### src/rtl/pulse_meter_pkg.sv
// Shared types and defaults for the pulse/PWM measurement block.
// State encoding is fixed so software and benches can decode it.
package pulse_meter_pkg;

    localparam int CNT_W_DEF = 16;

    typedef enum logic [1:0] {
        SEEK = 2'd0,
        HIGH = 2'd1,
        LOW  = 2'd2
    } pm_state_t;

endpackage

### src/rtl/pulse_meter_bit_sync.sv
// Multi-flop synchronizer for one asynchronous input bit.
// Chain clears to 0 on reset so a held-low input shows no edge.
module bit_sync #(
    parameter int STAGES = 2
) (
    input  logic clk,
    input  logic rst,
    input  logic i_d,
    output logic o_q
);

    logic [STAGES-1:0] r_chain;

    always_ff @(posedge clk or posedge rst) begin
        if (rst) begin
            r_chain <= '0;
        end else begin
            r_chain <= {r_chain[STAGES-2:0], i_d};
        end
    end

    assign o_q = r_chain[STAGES-1];

endmodule

### src/rtl/pulse_meter.sv
// Measures high time and period of an asynchronous waveform in clk
// cycles, reporting once per completed rising-to-rising period.
module pulse_meter
    import pulse_meter_pkg::*;
#(
    parameter int CNT_W       = CNT_W_DEF,
    parameter int SYNC_STAGES = 2
) (
    input  logic             clk,
    input  logic             rst,
    input  logic             en,
    input  logic             sig_in,
    output logic [CNT_W-1:0] high_width,
    output logic [CNT_W-1:0] period,
    output logic             meas_valid,
    output logic             timeout
);

    localparam logic [CNT_W-1:0] MAX = '1;
    localparam logic [CNT_W-1:0] ONE = CNT_W'(1);

    logic             w_s;
    logic             w_rise;
    logic             w_fall;
    logic             r_s_d;
    pm_state_t        r_state;
    logic [CNT_W-1:0] r_hi;
    logic [CNT_W-1:0] r_per;

    bit_sync #(
        .STAGES(SYNC_STAGES)
    ) u_sync (
        .clk(clk),
        .rst(rst),
        .i_d(sig_in),
        .o_q(w_s)
    );

    assign w_rise = w_s & ~r_s_d;
    assign w_fall = ~w_s & r_s_d;

    always_ff @(posedge clk or posedge rst) begin
        if (rst) begin
            r_s_d      <= 1'b0;
            r_state    <= SEEK;
            r_hi       <= '0;
            r_per      <= '0;
            high_width <= '0;
            period     <= '0;
            meas_valid <= 1'b0;
            timeout    <= 1'b0;
        end else begin
            r_s_d      <= w_s;
            meas_valid <= 1'b0;
            timeout    <= 1'b0;
            if (!en) begin
                r_state <= SEEK;
                r_hi    <= '0;
                r_per   <= '0;
            end else begin
                case (r_state)
                    SEEK: begin
                        if (w_rise) begin
                            r_state <= HIGH;
                            r_hi    <= ONE;
                            r_per   <= ONE;
                        end
                    end
                    HIGH: begin
                        // No rise is possible while high, so max means overflow
                        if (r_per == MAX) begin
                            timeout <= 1'b1;
                            r_hi    <= '0;
                            r_per   <= '0;
                            r_state <= SEEK;
                        end else if (w_fall) begin
                            r_per   <= r_per + ONE;
                            r_state <= LOW;
                        end else begin
                            r_per <= r_per + ONE;
                            r_hi  <= r_hi + ONE;
                        end
                    end
                    LOW: begin
                        if (w_rise) begin
                            high_width <= r_hi;
                            period     <= r_per;
                            meas_valid <= 1'b1;
                            r_hi       <= ONE;
                            r_per      <= ONE;
                            r_state    <= HIGH;
                        end else if (r_per == MAX) begin
                            timeout <= 1'b1;
                            r_hi    <= '0;
                            r_per   <= '0;
                            r_state <= SEEK;
                        end else begin
                            r_per <= r_per + ONE;
                        end
                    end
                    default: begin
                        r_state <= SEEK;
                        r_hi    <= '0;
                        r_per   <= '0;
                    end
                endcase
            end
        end
    end

endmodule

### config.mk
export PLATFORM = sky130hd
export DESIGN_NAME = pulse_meter
export DESIGN_NICKNAME = d
export VERILOG_FILES = /design/src/rtl/pulse_meter_pkg.sv /design/src/rtl/pulse_meter_bit_sync.sv /design/src/rtl/pulse_meter.sv
export SDC_FILE = /design/constraint.sdc
export NUM_CORES = 1
export LEC_CHECK = 0
export BUFFER_PORTS_ARGS = -buffer_cell sky130_fd_sc_hd__buf_2
export CORE_MARGIN = 5
export CORE_UTILIZATION = 45
export CTS_BUF_LIST = sky130_fd_sc_hd__clkbuf_16
export DETAILED_ROUTE_END_ITERATION = 10
export PLACE_DENSITY = 0.75
export SLEW_MARGIN = 40
export SYNTH_ARGS = -nofsm -noshare
export SYNTH_HDL_FRONTEND = slang
export SYNTH_HIERARCHICAL = 1
export SYNTH_SLANG_ARGS = --single-unit
### constraint.sdc
create_clock -name clk -period 2.78 [get_ports clk]
set_input_delay 0.278 -clock clk [delete_from_list [all_inputs] [get_ports clk]]
set_output_delay 0.278 -clock clk [all_outputs]
set_load 0.01 [all_outputs]
# Word-level counts from Yosys, hierarchy flattened
# Cells that the tools add are included.
[word_totals]
regBits = 71
output_inout_bits = 34
word_cells = 51
[classes]
addsub = 2
n_eq_ne = 7
mux = 25
bitwise = 4
reduce_logical = 4
[ops]
columns = ["op", "count"]
rows = [
  ["$mux W16", 9],
  ["$pmux W16 S3", 2],
  ["$add A16 B1 Y16 const B", 2],
  ["$eq A16 B16 Y1 const B", 1],
  ["$mux W2", 6],
  ["$ne A4 B4 Y1 const B", 3],
  ["$reduce_and A3 Y1", 3],
  ["$mux W1", 6],
  ["$pmux W2 S3", 1],
  ["$ne A3 B3 Y1 const B", 1],
  ["$and A1 B1 Y1", 2],
  ["$eq A2 B1 Y1 const B", 1],
  ["$eq A2 B2 Y1 const B", 1],
  ["$logic_not A2 Y1", 1],
  ["$not A1 Y1", 2],
  ["$pmux W1 S2", 1],
]

# Depth between registers and ports, before layout
[logic_depth]
ltp_word = 6
depth_mapped = 9

# Hierarchy
# Netlist, hierarchy kept.
[by_module_without_submodules]
columns = ["module", "instances", "cells_each", "area_each_um2", "seq_area_each_um2"]
rows = [
  ["pulse_meter", 1, 318, 3402.0, 1726.7],
  ["bit_sync", 1, 3, 53.8, 50.0],
]

# Least setup slack after synthesis
# No wires, ideal clock.
[synth_timing]
kind = "register -> register"
from = "reg r_state[1]"
to = "reg r_hi[14]"
setup_ns = 0.069
arrival_ns = 1.908
path_slack_ns = 0.804
path_stages_with_launch = 9
path_buffers = 1
period_less_slack_ns = 1.976
path_cell_list = "dfrtp_1 inv_1 ha_1 buf_2 nor2b_1 a221oi_1 or4_1 or3_1 nand3_1"
[synth_via]
elab_chain_cells = 3
elab_cells_between_ends = 9
classes_between = "eq/ne (5); mux (2); reduce/logical (2)"
[synth_lines]
columns = ["item", "line", "text"]
rows = [
  ["from (decl)", "pulse_meter.sv:26", "pm_state_t r_state;"],
  ["from (signal assigned)", "pulse_meter.sv:45", "r_state <= SEEK;"],
  ["from (signal assigned)", "pulse_meter.sv:57", "r_state <= SEEK;"],
  ["from (signal assigned)", "pulse_meter.sv:64", "r_state <= HIGH;"],
  ["$eq A2 B1 Y1 (tied with other cells)", "pulse_meter.sv:61", "case (r_state)"],
  ["$ne A4 B4 Y1 (no line) (tied with other cells)", "n/a", ""],
  ["$reduce_and A3 Y1 (no line) or $mux W16 (tied branches)", "n/a", ""],
  ["to (signal assigned)", "pulse_meter.sv:81", "r_hi <= r_hi + ONE;"],
  ["to (decl)", "pulse_meter.sv:27", "logic [CNT_W-1:0] r_hi;"],
]
# Parallel ways exist; a longest one is shown, timed or not.
# A chain may end at the register's enable or synchronous reset.

# Worst setup path in the final report
[layout_timing]
from = "reg r_per[0]"
to = "reg r_hi[15]"
[layout_via]
elab_chain_cells = 4
elab_cells_between_ends = 7
classes_between = "eq/ne (3); mux (3); reduce/logical (1)"
[layout_lines]
columns = ["item", "line", "text"]
rows = [
  ["from (decl)", "pulse_meter.sv:28", "logic [CNT_W-1:0] r_per;"],
  ["from (signal assigned)", "pulse_meter.sv:77", "r_per <= r_per + ONE;"],
  ["from (signal assigned)", "pulse_meter.sv:80", "r_per <= r_per + ONE;"],
  ["from (signal assigned)", "pulse_meter.sv:98", "r_per <= r_per + ONE;"],
  ["$eq A16 B16 Y1 *", "pulse_meter.sv:71, pulse_meter.sv:92", ""],
  ["$mux W16", "pulse_meter.sv:71", "if (r_per == MAX) begin"],
  ["$pmux W16 S3", "pulse_meter.sv:61", ""],
  ["$mux W16", "pulse_meter.sv:56", "if (!en) begin"],
]
# Mark *: on every way between the ends. The rest lies on a longest branch, timed or not.

==> run summary <==
status -> complete, no violations
CP top delay family -> simple AND/OR/NAND/NOR gates
placed cell areas -> 0.00377 sq mm
final worst slack -> 451 ps
CP max stage cell -> o41ai_4
Design Area, Final -> 0.00407 sq mm
Min-Delay Path Class -> primary input to register
later-pin clock latency in the skew report -> 330 ps
Final Hold Vio Count -> 0
Die Ht -> 97.6 um
nets -> 372
gr ovfl total -> 0
hpwl dp -> 4.91 mm
setup TNS -> 0 ps
reg2reg setup slack -> 450 ps
RSZ-0062 raised after global routing -> false
global-route wire length before repair -> 12.4 mm
max_slew headroom -> 0.578
FF+latch count, synth -> 71
vias in the first global route -> 2576
crit-path max FO -> 9
final slew viol count -> 0
iteration count of the initial detailed-routing pass -> 4
Worst setup EP type -> register
IO Pins -> 38
drt total wl -> 7.23 mm
Top FF cell, synth -> dfrtp_1
layout overhead on the synthesized area -> 17.7%
achievable frequency -> 0.429 GHz
CTS Root Buffer Type -> clkbuf_16
die width -> 97.6 um
Syn Area/Cell -> 10.8 sq um
maxcap violations -> 0
CTS tree -> built
CTS max path bufs -> 2
pre-CTS setup slack -> 364 ps
register area share after synthesis -> 0.514
Final Setup Violations -> 0
top cell type's share of synthesized area -> 0.514
cell taking the most area after synthesis -> dfrtp_1
CTS buffer count -> 9
Critical Path RT -> 3050 ps
Buffers on Ports -> 37
drc violations -> 0
clock skew -> 5.65 ps
core outline area -> 0.00761 sq mm
Startpoint Class -> register
H-tree levels -> 3
ANT cells -> 0
violation count after the first detailed-route iteration -> 204
total power -> 0.00271 W
Synth Cell Area -> 0.00346 sq mm
Hold WS -> 51.7 ps
largest stage delay on the critical path -> 580 ps
Total GRT Usage -> 0.161
Clock Pin Slew Worst Setup and Hold Paths -> 50 ps
Cell variety after synth -> 44
vias per cell -> 5.69
P_leak -> 1.96 nW
asr flop ratio synth -> 1.00
critical path type -> register to register
fraction of layout cells with a size suffix above 1 -> 0.270
vias post-DR -> 2663
routed len/inst -> 15.4 um
DIE AREA -> 0.00953 sq mm
crit path buf inv count -> 0
Final Cycle Share -> 0.838
critical path, cell by cell -> ha_1 -> nand3_1 -> o41ai_4 -> o21ai_2 -> or4b_1 -> nand3_1
worst slew pin tran -> 633 ps
Peak VDD IR -> 0.367 mV
clk sinks -> 71
Area contributors post-synth -> dfrtp_1 51%, mux2_2 9.4%, nand2_1 3.3%
Post-synth EDFFs -> 0
Cells after Synth -> 321
postcts setup bufs -> 0
GP Congestion -> 0.870
Worst EP arrival -> 2590 ps
crit-path most repeated cell -> nand3_1
Synth Warn # -> 6
Starting Density -> 0.454
largest net degree at the start of global routing -> 70
crit path time final -> 2330 ps
remaining antenna violation count -> 0
initial antenna violation count -> 0
Rows -> 32
syn nets -> 331
total power per unit cell area -> 666 mW/mm^2
==> synthesized netlist by cell type, drive strengths merged (2+ instances only) <==
cell type and number:
a31oi 13, buf 6, or4 2, a41oi 5, mux2 29, nor3 4, a21oi 9, clkbuf 10
o31ai 4, and4 3, nor2b 4, nor2 26, o211ai 6, ha 6, and2 2, nand4 9
nand2b 3, dfrtp 71, inv 9, and3 7, nand2 30, a22o 6, o21ai 16, xnor2 2
nand3 15, o22ai 2, xor2 10
==> final cells by class <==
cell class,instances,area (sq um)
tap,102,128
inverter,9,33.8
fill,684,3540
sequential,71,1780
timing repair buffer,46,268
clock buffer,9,225
clock inverter,6,62.6
multi-input combinational,225,1580
==> sequential cells by signal (all words and copies together), names as in the netlist <==
register,flops
r_hi,16
timeout,1
r_s_d,1
u_sync/r_chain,2
r_state,2
meas_valid,1
period,16
high_width,16
r_per,16
==> where the power goes <==
| part | switching [W] | total, W | leakage, nW | internal (W) |
|---|---|---|---|---|
| registers | 0.0000494 | 0.00113 | 0.980 | 0.00108 |
| logic | 0.000310 | 0.000475 | 0.848 | 0.000165 |
| clock network | 0.000418 | 0.00110 | 0.133 | 0.000685 |
| total | 0.000778 | 0.00271 | 1.96 | 0.00193 |
==> cell families after synthesis <==
logic type / Yosys count / share of synthesized area
and+or+nand+nor: 109 / 0.163
DFF: 71 / 0.514
AOI/OAI and AO/OA: 69 / 0.146
muxes: 29 / 0.0945
buffers and inverters: 25 / 0.0308
xor gates and xnor gates: 12 / 0.0304
adders and majority gates: 6 / 0.0217
==> metrics by stage <==
step / instances / utilization
after floorplan: 321 / -
after global placement: 452 / 0.495
after detailed placement: 452 / 0.495
after CTS: 468 / 0.535
after global routing: 468 / 0.535
final: 468 / 0.535
==> cell usage in the layout (no fill, tap or decap), types with 2 or more instances in the layout <==
cell / netlist / layout
dfrtp_1: 71 / 71
buf_2: 4 / 37
nand2_1: 30 / 30
mux2_2: 29 / 29
nor2_1: 26 / 25
nand3_1: 15 / 15
o21ai_0: 15 / 15
a31oi_1: 13 / 13
xor2_1: 10 / 10
clkbuf_16: 0 / 9
inv_1: 9 / 8
a21oi_1: 7 / 7
nand4_1: 7 / 7
and3_1: 7 / 7
buf_4: 2 / 7
a22o_1: 6 / 6
ha_1: 6 / 6
o211ai_1: 5 / 5
a41oi_1: 5 / 5
nor2b_1: 4 / 4
nor3_1: 4 / 4
o31ai_1: 4 / 4
nand2b_1: 3 / 3
and4_1: 3 / 3
clkinvlp_4: 0 / 3
nand4_4: 2 / 2
or4_1: 2 / 2
a21oi_2: 2 / 2
and2_1: 2 / 2
xnor2_1: 2 / 2
o22ai_1: 2 / 2
clkinv_2: 0 / 2
==> worst paths after layout <==
| check | start | to | cells past startpoint |
|---|---|---|---|
| max | r_per[0] | r_hi[15] | 6 |
| min reg2reg | u_sync/r_chain[0] | u_sync/r_chain[1] | 0 |
| min | sig_in | u_sync/r_chain[0] | 1 |
| max reg2reg | r_per[0] | r_hi[15] | 6 |
| min in group asynchronous | rst | u_sync/r_chain[1] | 3 |
| max in group asynchronous | rst | high_width[6] | 4 |
==> metal layers <==
layer / wire [um] / part of all wire / vias up / global-route usage
met4: 158 / 0.022 / 0 / 0.0809
li1: - / - / 1261 / -
met2: 3350 / 0.46 / 62 / 0.234
met1: 3390 / 0.47 / 1327 / 0.221
met3: 329 / 0.046 / 13 / 0.0438
met5: 0 / 0 / - / 0
==> timing repair <==
action                                 CTS  global route
resized for setup                        0             0
hold buffers                             1             0
endpoints found under the hold margin    2             0
No activity file was read; power rests on OpenSTA's default activity.
